$ cat config.mk
export PLATFORM = sky130hd
export DESIGN_NAME = fpu_issue_scheduler
export DESIGN_NICKNAME = d
export VERILOG_FILES = /design/src/rtl/fpu_issue_scheduler.sv
export SDC_FILE = /design/constraint.sdc
export NUM_CORES = 1
export LEC_CHECK = 0
export CORE_MARGIN = 5
export CORE_UTILIZATION = 33
export DETAILED_ROUTE_END_ITERATION = 8
export GPL_ROUTABILITY_DRIVEN = 0
export HOLD_SLACK_MARGIN = 0.08
export PLACE_DENSITY = 0.77
export SLEW_MARGIN = 20
export SYNTH_ARGS = -nofsm -noshare
export SYNTH_HDL_FRONTEND = slang
export SYNTH_SLANG_ARGS = --single-unit
export TNS_END_PERCENT = 100
$ cat constraint.sdc
create_clock -name clk -period 2.1 [get_ports clk]
set_input_delay 0.42 -clock clk [delete_from_list [all_inputs] [get_ports clk]]
set_output_delay 0.42 -clock clk [all_outputs]
set_load 0.01 [all_outputs]
$ cat src/rtl/fpu_issue_scheduler.sv
// Issue scheduler for multi-cycle FPU ops: start pulse, latency count, ID stall on hazards, writeback strobe.
// Optional stall-cycle performance counter enabled by defining FPU_SCHED_PERF_EN.
module fpu_issue_scheduler #(
  parameter int LAT_ADD  = 2,
  parameter int LAT_MUL  = 3,
  parameter int LAT_DIV  = 10,
  parameter int LAT_SQRT = 14,
  parameter int CNT_W    = 4
) (
  input  logic        clk,
  input  logic        rstn,
  input  logic        fpu_issue_id,
  input  logic [6:0]  funct7_id,
  input  logic [4:0]  rd_id,
  input  logic [4:0]  rs1_id,
  input  logic [4:0]  rs2_id,
  input  logic        rs1_fpu_id,
  input  logic        rs2_fpu_id,
  input  logic        fwr_id,
  input  logic        flush,
  output logic        stall_id,
  output logic        fpu_start,
  output logic [1:0]  fpu_op,
  output logic        fpu_abort,
  output logic        wb_valid,
  output logic [4:0]  wb_rd,
  output logic        busy,
  output logic [31:0] perf_stall_cnt
);

  localparam logic [6:0] F7_ADD  = 7'b0000000;
  localparam logic [6:0] F7_SUB  = 7'b0000100;
  localparam logic [6:0] F7_MUL  = 7'b0001000;
  localparam logic [6:0] F7_DIV  = 7'b0001100;
  localparam logic [6:0] F7_SQRT = 7'b0101100;

  typedef enum logic {IDLE = 1'b0, EXEC = 1'b1} state_e;

  state_e           state_q, state_d;
  logic [CNT_W-1:0] cnt_q, cnt_d;
  logic [4:0]       pend_rd_q, pend_rd_d;

  logic             mc;
  logic [1:0]       op_class;
  logic [CNT_W-1:0] lat_m1;
  logic             done;
  logic             hazard;
  logic             start;

  always_comb begin
    mc       = 1'b0;
    op_class = 2'd0;
    lat_m1   = '0;
    case (funct7_id)
      F7_ADD, F7_SUB: begin
        mc = fpu_issue_id; op_class = 2'd0; lat_m1 = CNT_W'(LAT_ADD - 1);
      end
      F7_MUL: begin
        mc = fpu_issue_id; op_class = 2'd1; lat_m1 = CNT_W'(LAT_MUL - 1);
      end
      F7_DIV: begin
        mc = fpu_issue_id; op_class = 2'd2; lat_m1 = CNT_W'(LAT_DIV - 1);
      end
      F7_SQRT: begin
        mc = fpu_issue_id; op_class = 2'd3; lat_m1 = CNT_W'(LAT_SQRT - 1);
      end
      default: ;
    endcase
  end

  assign busy = (state_q == EXEC);
  assign done = busy & (cnt_q == '0);

  // The pending destination is released in the done cycle so a dependent op issues with no bubble.
  assign hazard = busy & ~done & ((rs1_fpu_id & (rs1_id == pend_rd_q)) |
                                  (rs2_fpu_id & (rs2_id == pend_rd_q)) |
                                  (fwr_id & (rd_id == pend_rd_q)) | mc);
  assign stall_id  = hazard & ~flush;
  assign start     = mc & ~flush & (~busy | done);
  assign fpu_start = start;
  assign fpu_op    = start ? op_class : 2'd0;
  assign fpu_abort = busy & flush;
  assign wb_valid  = done & ~flush;
  assign wb_rd     = wb_valid ? pend_rd_q : 5'd0;

  always_comb begin
    state_d   = state_q;
    cnt_d     = cnt_q;
    pend_rd_d = pend_rd_q;
    if (busy) begin
      if (flush) begin
        state_d = IDLE;
        cnt_d   = '0;
      end else if (done) begin
        state_d = IDLE;
      end else begin
        cnt_d = cnt_q - 1'b1;
      end
    end
    if (start) begin
      state_d   = EXEC;
      cnt_d     = lat_m1;
      pend_rd_d = rd_id;
    end
  end

  always_ff @(posedge clk or negedge rstn) begin
    if (!rstn) begin
      state_q   <= IDLE;
      cnt_q     <= '0;
      pend_rd_q <= 5'd0;
    end else begin
      state_q   <= state_d;
      cnt_q     <= cnt_d;
      pend_rd_q <= pend_rd_d;
    end
  end

`ifdef FPU_SCHED_PERF_EN
  logic [31:0] perf_q, perf_d;

  always_comb begin
    perf_d = perf_q;
    if (stall_id && (perf_q != 32'hFFFF_FFFF)) perf_d = perf_q + 32'd1;
  end

  always_ff @(posedge clk or negedge rstn) begin
    if (!rstn) perf_q <= 32'd0;
    else       perf_q <= perf_d;
  end

  assign perf_stall_cnt = perf_q;
`else
  assign perf_stall_cnt = 32'd0;
`endif

endmodule

# --- Word-level counts from Yosys, hierarchy flattened ---
# Cells that the tools add are included.
# Widths: inputs -> output; s select.
classes:
  addsub: 1
  eq_ne: 8
  muxes: 13
  bitwise_logic: 18
  n_reduce_logical: 6
ops:
  columns: ["op", "n"]
  rows:
  - ["$mux 4", 4]
  - ["$pmux 4 s4", 1]
  - ["$eq 5x5->1", 3]
  - ["$eq 7x4->1 const B", 2]
  - ["$and 1x1->1", 11]
  - ["$eq 7x3->1 const B", 1]
  - ["$eq 7x6->1 const B", 1]
  - ["$logic_not 7->1", 1]
  - ["$pmux 2 s3", 1]
  - ["$mux 1", 5]
  - ["$mux 5", 1]
  - ["$reduce_or 5->1", 1]
  - ["$logic_not 4->1", 1]
  - ["$or 1x1->1", 4]
  - ["$sub 4x1->4 const B", 1]
  - ["$ne 3x2->1 const B", 1]
  - ["$not 1->1", 3]
  - ["$mux 2", 1]
  - ["$reduce_and 2->1", 1]
  - ["$reduce_bool 2->1", 1]
  - ["$reduce_or 2->1", 1]
word_totals:
  register_bits: 10
  input_bits: 29
  output_inout_bits: 44
  elab_cells: 49

# --- Longest topological paths before layout ---
# Gate-level depths: netlist of run 1.
depth:
  word_depth: 7
  ltp_mapped: 7
  depth_no_buf: 6

# --- Worst setup path after synthesis of run 1 ---
# OpenSTA, ideal clock, no wires.
synth_timing:
  kind: "register to output"
  from: "register cnt_q[0]"
  to: "output wb_rd[0]"
  t_arrival_ps: 1842
  required_time_ps: 1680
  slack_ps: -162
  stages_incl_launch_ff: 7
  n_path_buf: 1
  cell_sequence: "dfrtp_1 -> inv_1 -> ha_1 -> or3b_1 -> buf_2 -> nor3b_1 -> and2_1"
synth_between:
  elab_chain_cells: 4
synth_rtl:
  columns: ["item", "line_no", "rtl"]
  rows:
  - ["start, declared", "40", "logic [CNT_W-1:0] cnt_q, cnt_d;"]
  - ["start signal, assigned", "114", "cnt_q <= cnt_d;"]
  - ["$logic_not 4->1", "72", "assign done = busy & (cnt_q == '0);"]
  - ["$and 1x1->1", "72", null]
  - ["$and 1x1->1", "83", "assign wb_valid = done & ~flush;"]
  - ["net wb_valid", "25", "output logic wb_valid,"]
  - ["$mux 5", "84", "assign wb_rd = wb_valid ? pend_rd_q : 5'd0;"]
  - ["end, declared", "26", "output logic [4:0] wb_rd,"]
# The timed path passes the listed nets, and every way through them passes these cells.

# --- Final worst setup path of run 1 ---
layout_timing:
  from: "register cnt_q[1]"
  to: "output wb_rd[1]"
layout_between:
  elab_chain_cells: 4
layout_rtl:
  columns: ["item", "line_no"]
  rows:
  - ["$logic_not 4->1", "72"]
  - ["$and 1x1->1", "72"]
  - ["$and 1x1->1", "83"]
  - ["$mux 5", "84"]
# No other way between the ends.

==> results of run 1 <==
-- metal layers --
layer	global-route usage [%]	up-vias
met5	0	-
met4	3.65	0
met3	2.76	2
met2	21.3	56
met1	15.2	509
li1	-	550
-- cells in the final DEF (no fill, tap or decap), drive strengths merged, types with 2 or more instances in the layout --
master         count
a21oi              2
a22oi              4
a31oi              3
and2               8
buf               46
clkbuf             4
clkdlybuf4s50     22
conb              32
dfrtp             10
dlygate4sd2        2
dlymetal6s2s       2
inv                7
mux2               5
nand2              4
nand3              9
nor2               4
nor3               3
nor4               4
o211ai             3
o21ai              2
or3b               2
xnor2              4
xor2              12
-- area by class of cell --
| type | count | area share [%] |
|---|---|---|
| clock buffers | 4 | 2.06 |
| flip-flops and latches | 10 | 14.3 |
| inverters | 7 | 1.49 |
| multi-input cells | 112 | 44.8 |
| well taps | 46 | 3.26 |
| repair buffers | 73 | 34.1 |
-- timing repair --
item                                    in CTS  in global routing
endpoints found under the setup margin      12                 11
pin swaps                                   14                  6
resized for setup                           71                  4
buffers inserted                             8                  3
-- metrics by stage --
stage,area [µm²],cells,setup TNS [ns],setup WS (ns)
floorplan,1260,164,0,0.0415
global placement,1630,237,-6.71,-0.770
detailed placement,1630,237,-7.17,-0.811
CTS,1730,249,-1.17,-0.170
global route,1760,252,-2.04,-0.255
finish,1760,252,-1.04,-0.150
-- worst max-delay path by stage --
stage                               from       end  slack, ns
floorplan           cnt_q[0]$_DFFE_PN0P_  wb_rd[0]       0.04
global placement            funct7_id[1]  stall_id      -0.77
detailed placement          funct7_id[1]  stall_id      -0.81
CTS                 cnt_q[1]$_DFFE_PN0P_  wb_rd[1]      -0.17
global route        cnt_q[1]$_DFFE_PN0P_  wb_rd[1]      -0.25
finish              cnt_q[1]$_DFFE_PN0P_  wb_rd[1]      -0.15
-- cell families (layout without fill, tap and decap cells) --
family                     Yosys count  in the layout
AOI/OAI and AO/OA                   20             20
xor gates and xnor gates            16             16
adders and majority gates            1              1
buffers and inverters               42             84
DFF                                 10             10
muxes                                5              5
other                                1             32
and+or+nand+nor                     38             38
-- state kept, by name (all words and copies together) (netlist names) --
name and flops:
cnt_q 4, pend_rd_q 5, busy 1
-- where the power goes --
| group | switching, mW | internal (mW) |
|---|---|---|
| clock network | 0.0633 | 0.105 |
| logic | 0.202 | 0.269 |
| registers | 0.0349 | 0.234 |
| total | 0.300 | 0.608 |
-- worst register-to-register path, stage by stage, from the launching register on --
cell and delay (ns):
dfrtp_1 0.39, inv_2 0.09, ha_4 0.14, or3b_4 0.41, buf_4 0.18, o21ai_1 0.32, and2_1 0.24, o211ai_1 0.13
==> impl_metrics.xml, run 1 <==
<?xml version="1.0" encoding="UTF-8"?>
<metrics>
  <group name="run_status">
    <metric name="status" unit="">finished with violations</metric>
    <metric name="violated_checks" unit="">negative setup slack</metric>
  </group>
  <group name="clock_network">
    <metric name="htree_num_levels" unit="">1</metric>
    <metric name="clock-root-buffer" unit="">clkbuf_4</metric>
    <metric name="cts_sinks" unit="">10</metric>
    <metric name="cts_clock_pin_slew_for_the_worst_setup_and_hold_paths" unit="ns">0.06</metric>
    <metric name="cts-hold-fix-buffers" unit="">0</metric>
    <metric name="clock_insertion_delay_worst_skew" unit="ns">0.26</metric>
    <metric name="cts_tree" unit="">yes</metric>
    <metric name="cts_buffer_depth" unit="">2</metric>
    <metric name="numCtsBuffers" unit="">3</metric>
  </group>
  <group name="timing">
    <metric name="finalCriticalPeriod" unit="ns">2.25</metric>
    <metric name="slew_viol_final" unit="">0</metric>
    <metric name="clock_skew_after_layout" unit="ns">0.00216</metric>
    <metric name="hold_viol_final" unit="">0</metric>
    <metric name="rsz0062_at_grt" unit="">yes</metric>
    <metric name="hold_slack" unit="ns">0.451</metric>
    <metric name="final_critical_path_setup_slack" unit="ns">-0.150</metric>
    <metric name="finalSetupViolations" unit="">9</metric>
    <metric name="fmax" unit="MHz">444</metric>
    <metric name="final.period_utilization" unit="%">107</metric>
  </group>
  <group name="flow_run">
    <metric name="maxCapViolCount" unit="">0</metric>
  </group>
  <group name="global_route">
    <metric name="grt_max_degree" unit="">11</metric>
    <metric name="grt_util_all_layers" unit="%">12.3</metric>
    <metric name="grt_antenna_before_repair" unit="">0</metric>
    <metric name="gr-total-overflow" unit="">0</metric>
    <metric name="number_of_global_route_vias_before_repair" unit="">954</metric>
    <metric name="global_route_wire_length_before_repair" unit="µm">4350</metric>
  </group>
  <group name="die">
    <metric name="io_pins" unit="">73</metric>
    <metric name="fp.dieH" unit="µm">68.9</metric>
    <metric name="num_rows" unit="">21</metric>
    <metric name="effective_utilization_at_floorplan" unit="%">34.3</metric>
    <metric name="die-width" unit="µm">68.9</metric>
    <metric name="fp.coreArea" unit="µm²">3340</metric>
    <metric name="die_area" unit="µm²">4740</metric>
  </group>
  <group name="worst_setup_path">
    <metric name="crit_path_top_delay_cell" unit="">or3b_4</metric>
    <metric name="worst_setup_path_start_kind" unit="">flop</metric>
    <metric name="ff2ff_setup_slack" unit="ns">0.09</metric>
    <metric name="r2r_end" unit="">cnt_q[2]$_DFFE_PN0P_</metric>
    <metric name="rr_worst_depth" unit="">7</metric>
    <metric name="crit_arrival" unit="ns">1.83</metric>
    <metric name="path_cells" unit="">inv_2, ha_4, or3b_4, nor3b_2, buf_4, and2_1, buf_2</metric>
    <metric name="path_depth" unit="">7</metric>
    <metric name="critical-path-top-delay-family" unit="">simple AND/OR/NAND/NOR gates</metric>
    <metric name="worstPathRequired" unit="ns">1.68</metric>
    <metric name="critical_setup_path_kind" unit="">flop to primary output</metric>
    <metric name="r2r_start" unit="">cnt_q[1]$_DFFE_PN0P_</metric>
    <metric name="crit_path_max_incr_delay" unit="ns">0.41</metric>
    <metric name="path_max_fanout" unit="">6</metric>
    <metric name="category_of_the_worst_setup_path_capture_point" unit="">primary output</metric>
    <metric name="cp.buffers_inverters" unit="">3</metric>
  </group>
  <group name="synth">
    <metric name="post_syn_instances" unit="">133</metric>
    <metric name="yosys.cell_types.count" unit="">39</metric>
    <metric name="ys_seq_elements" unit="">10</metric>
    <metric name="synth_top_cells_by_area" unit="">dfrtp_1, buf_4, xor2_1</metric>
    <metric name="synth.top_cell.area_share" unit="%">21.9</metric>
    <metric name="synth_top_cells_by_count" unit="">buf_4, xor2_1, dfrtp_1, nand3_1, and2_1</metric>
    <metric name="yosys.cell_count.top_type" unit="">buf_4</metric>
    <metric name="async_set_reset_flop_share_out_of_synthesis" unit="%">100</metric>
    <metric name="synth_seq_area_share" unit="%">21.9</metric>
    <metric name="synth_adder_area_share" unit="%">1.09</metric>
    <metric name="post_synth_xor_area_fraction" unit="%">12.3</metric>
    <metric name="synthSimpleGateAreaFrac" unit="%">19.5</metric>
    <metric name="post_synth_edffs" unit="">0</metric>
    <metric name="post_synth.cell_area_avg" unit="µm²">8.60</metric>
    <metric name="synth.area.mux_share" unit="%">5.25</metric>
    <metric name="synthesis.area" unit="µm²">1140</metric>
    <metric name="dominant_synthesized_flop_cell" unit="">dfrtp_1</metric>
    <metric name="synthDominantAreaCellType" unit="">dfrtp_1</metric>
    <metric name="synth_warnings" unit="">0</metric>
    <metric name="synth_compound_gate_area_share" unit="%">15.2</metric>
    <metric name="dominant_combinational_cell_family_by_area_after_synthesis" unit="">buffers and inverters</metric>
  </group>
  <group name="finish">
    <metric name="antenna-diode-count" unit="">0</metric>
    <metric name="layout.filler_cells" unit="">312</metric>
    <metric name="area_growth_syn_to_layout" unit="%">54.2</metric>
    <metric name="finalCoreUtilization" unit="%">52.8</metric>
    <metric name="layout_nets" unit="">237</metric>
    <metric name="final-seq-area" unit="µm²">251</metric>
    <metric name="post_route_cells_drive_above_1_share" unit="%">35.4</metric>
    <metric name="total_area_of_multi_input_combinational_cells" unit="µm²">790</metric>
  </group>
  <group name="routing">
    <metric name="avgViaCountPerCell" unit="">4.43</metric>
    <metric name="wl_met2" unit="µm">1620</metric>
    <metric name="drtIter0Drc" unit="">22</metric>
    <metric name="antenna_violating_nets_post_route" unit="">0</metric>
    <metric name="drt_pass1_iterations" unit="">4</metric>
    <metric name="wire_per_inst" unit="µm">12.0</metric>
    <metric name="route.top_layer_used" unit="">met4</metric>
    <metric name="route.final.wire_length" unit="µm">3030</metric>
    <metric name="post_route_m1_wl" unit="µm">1140</metric>
    <metric name="drt_drc_violations_left" unit="">0</metric>
    <metric name="detailroute.wirelength.met3" unit="µm">241</metric>
    <metric name="vias" unit="">1117</metric>
  </group>
  <group name="power_and_ir_drop">
    <metric name="leakage" unit="nW">0.866</metric>
    <metric name="pwr_density_cell" unit="nW/µm²">515</metric>
    <metric name="vdd.ir_drop.worst" unit="mV">0.319</metric>
    <metric name="total_power" unit="mW">0.908</metric>
  </group>
  <group name="worst_hold_path">
    <metric name="hold_path_depth" unit="">2</metric>
    <metric name="worst_hold_path_type" unit="">primary input to flop</metric>
    <metric name="worstHoldStart" unit="">rd_id[4]</metric>
    <metric name="worstHoldEndpoint" unit="">pend_rd_q[4]$_DFFE_PN0P_</metric>
  </group>
  <group name="placement">
    <metric name="dp_hpwl" unit="µm">2440</metric>
    <metric name="placement.io_buffers" unit="">40</metric>
  </group>
</metrics>
Power figures use the tool's default switching activity.
==> inputs of run 2 (changes only) <==
==> constraint.sdc (replaced) <==
create_clock -name clk -period 2.1 [get_ports clk]
set_input_delay 0.42 -clock clk [delete_from_list [all_inputs] [get_ports clk]]
set_output_delay 0.42 -clock clk [all_outputs]
set_load 0.02 [all_outputs]
==> run 2 against run 1 <==
Against the previous run: the flow still finishes with violations (negative setup slack); cell area up 3.3%; flip-flop and latch count unchanged; sequential share of layout area down 0.45 points; utilization up 1.7 points; register-to-register slack worse by 0.05 ns; critical path depth unchanged; power down 6.8%; sequential power up 1%; largest power group unchanged; highest routed layer unchanged.
==> impl_metrics.xml, run 2 (synthesis results as in run 1) <==
<?xml version="1.0" encoding="UTF-8"?>
<metrics>
  <group name="run_status">
    <metric name="status" unit="">finished with violations</metric>
    <metric name="violated_checks" unit="">negative setup slack</metric>
  </group>
  <group name="finish">
    <metric name="layout_nets" unit="">234</metric>
    <metric name="most_common_library_cell_in_the_layout_ignoring_fill_and_taps" unit="">conb_1</metric>
    <metric name="area_growth_syn_to_layout" unit="%">59.2</metric>
    <metric name="post_route_cells_drive_above_1_share" unit="%">38.1</metric>
    <metric name="post_layout_nonfiller_instances" unit="">248</metric>
    <metric name="most-common-layout-cells" unit="">conb_1, buf_4, clkdlybuf4s50_1</metric>
    <metric name="antenna-diode-count" unit="">0</metric>
    <metric name="registers.top_by_ff_count" unit="">pend_rd_q</metric>
    <metric name="largest_register_ffs" unit="">5</metric>
    <metric name="fin_area" unit="µm²">1820</metric>
  </group>
  <group name="worst_setup_path">
    <metric name="crit_path_top_delay_cell" unit="">or3b_4</metric>
    <metric name="worstPathRequired" unit="ns">1.68</metric>
    <metric name="path_max_fanout" unit="">3</metric>
    <metric name="crit_arrival" unit="ns">1.92</metric>
    <metric name="crit_path_max_incr_delay" unit="ns">0.42</metric>
    <metric name="ff2ff_setup_slack" unit="ns">0.04</metric>
    <metric name="worst_setup_path_start_kind" unit="">flop</metric>
    <metric name="critical_setup_path_kind" unit="">flop to primary output</metric>
    <metric name="category_of_the_worst_setup_path_capture_point" unit="">primary output</metric>
    <metric name="path_cells" unit="">inv_2, ha_4, or3b_4, nor3b_4, buf_4, and2_4, buf_6</metric>
    <metric name="cp.buffers_inverters" unit="">3</metric>
    <metric name="critical-path-top-delay-family" unit="">simple AND/OR/NAND/NOR gates</metric>
  </group>
  <group name="die">
    <metric name="die_area" unit="µm²">4740</metric>
    <metric name="fp.coreArea" unit="µm²">3340</metric>
    <metric name="io_pins" unit="">73</metric>
    <metric name="effective_utilization_at_floorplan" unit="%">34.3</metric>
    <metric name="fp.dieH" unit="µm">68.9</metric>
    <metric name="num_rows" unit="">21</metric>
    <metric name="die-width" unit="µm">68.9</metric>
  </group>
  <group name="global_route">
    <metric name="grt_util_all_layers" unit="%">12.2</metric>
    <metric name="number_of_global_route_vias_before_repair" unit="">972</metric>
    <metric name="grt_max_degree" unit="">11</metric>
    <metric name="grt_antenna_before_repair" unit="">0</metric>
    <metric name="gr-total-overflow" unit="">0</metric>
    <metric name="global_route_wire_length_before_repair" unit="µm">4320</metric>
  </group>
  <group name="timing">
    <metric name="clock_skew_after_layout" unit="ns">0.00589</metric>
    <metric name="finalSetupViolations" unit="">10</metric>
    <metric name="final_critical_path_setup_slack" unit="ns">-0.239</metric>
    <metric name="slew_viol_final" unit="">0</metric>
    <metric name="hold_viol_final" unit="">0</metric>
    <metric name="setup_tns" unit="ns">-1.84</metric>
    <metric name="rsz0062_at_grt" unit="">yes</metric>
    <metric name="fmax" unit="MHz">428</metric>
    <metric name="finalCriticalPeriod" unit="ns">2.34</metric>
    <metric name="final.period_utilization" unit="%">111</metric>
  </group>
  <group name="routing">
    <metric name="avgViaCountPerCell" unit="">4.52</metric>
    <metric name="antenna_violating_nets_post_route" unit="">0</metric>
    <metric name="drt_drc_violations_left" unit="">0</metric>
    <metric name="wire_per_inst" unit="µm">12.8</metric>
    <metric name="route.final.wire_length" unit="µm">3170</metric>
    <metric name="drt_pass1_iterations" unit="">4</metric>
    <metric name="drtIter0Drc" unit="">52</metric>
    <metric name="vias" unit="">1120</metric>
  </group>
  <group name="clock_network">
    <metric name="cts-hold-fix-buffers" unit="">0</metric>
    <metric name="cts_sinks" unit="">10</metric>
    <metric name="htree_num_levels" unit="">1</metric>
    <metric name="clock_insertion_delay_worst_skew" unit="ns">0.25</metric>
    <metric name="cts_tree" unit="">yes</metric>
    <metric name="cts_buffer_depth" unit="">2</metric>
    <metric name="clock-root-buffer" unit="">clkbuf_4</metric>
    <metric name="cts_clock_pin_slew_for_the_worst_setup_and_hold_paths" unit="ns">0.06</metric>
    <metric name="numCtsBuffers" unit="">3</metric>
  </group>
  <group name="power_and_ir_drop">
    <metric name="power_switching_share" unit="%">36.0</metric>
    <metric name="cell_internal_pwr" unit="mW">0.541</metric>
    <metric name="total_power" unit="mW">0.846</metric>
    <metric name="sequentialPowerShare" unit="%">32.3</metric>
    <metric name="vdd.ir_drop.worst" unit="mV">0.292</metric>
    <metric name="power.clock.fraction" unit="%">13.9</metric>
    <metric name="switching_component_of_the_power" unit="mW">0.304</metric>
    <metric name="combinationalPowerShare" unit="%">53.7</metric>
    <metric name="pwr_density_cell" unit="nW/µm²">464</metric>
    <metric name="leakage" unit="nW">0.866</metric>
  </group>
  <group name="placement">
    <metric name="dp_hpwl" unit="µm">2530</metric>
    <metric name="dpl-instance-area" unit="µm²">1660</metric>
    <metric name="placed_instances" unit="">236</metric>
    <metric name="placement.io_buffers" unit="">40</metric>
    <metric name="preCtsSetupSlack" unit="ns">-0.869</metric>
  </group>
  <group name="worst_hold_path">
    <metric name="worst_hold_path_type" unit="">primary input to asynchronous set/reset pin</metric>
  </group>
  <group name="flow_run">
    <metric name="maxCapViolCount" unit="">0</metric>
  </group>
</metrics>
## run 2: layout make-up
cell class	count	area, µm²
Timing Repair Buffer	70	634
Clock buffer	3	22.5
Inverter	7	26.3
Fill cell	309	1520
Sequential cell	10	251
Multi-Input combinational cell	112	828
Tap cell	46	57.6
## run 2: repair_timing
item / in CTS / in global routing
endpoints found under the hold margin: 0 / 0
gates resized for setup: 81 / 15
pin swaps: 11 / 11
setup buffers: 6 / 3
setup endpoints to repair: 14 / 12
## run 2: power by group through the flow
stage          combinational (mW)  clock (mW)  sequential [mW]
3_3_place_gp                0.389           0            0.275
6_report                    0.454       0.118            0.273
5_1_grt                     0.492       0.137            0.279
2_1_floorplan               0.270           0            0.272
4_1_cts                     0.430       0.126            0.274
3_5_place_dp                0.401           0            0.276
## run 2: through the flow
step	hold slack, ns	util [%]
floorplan	0.124	-
global placement	0.607	49.6
detailed placement	0.613	49.6
CTS	0.481	52.2
global route	0.480	54.6
finish	0.475	54.6
## run 2: worst paths after layout
path,from,to,cells after the start
max in group asynchronous,rstn,busy$_DFF_PN0_,1
worst max-delay path,cnt_q[1]$_DFFE_PN0P_,wb_rd[4],7
worst min register to register,cnt_q[1]$_DFFE_PN0P_,cnt_q[3]$_DFFE_PN0P_,3
worst max register to register,cnt_q[1]$_DFFE_PN0P_,cnt_q[3]$_DFFE_PN0P_,8
min in group clk,rd_id[4],pend_rd_q[4]$_DFFE_PN0P_,2
worst min-delay path,rstn,cnt_q[3]$_DFFE_PN0P_,1
## run 2: routing by layer
metal  GRT usage (%)  routed length (µm)  up-vias
met4            2.19                  38        0
met5               0                   0        -
met1            14.7                1130      527
met3            2.76                 263        6
li1                -                   -      538
met2            22.0                1740       49
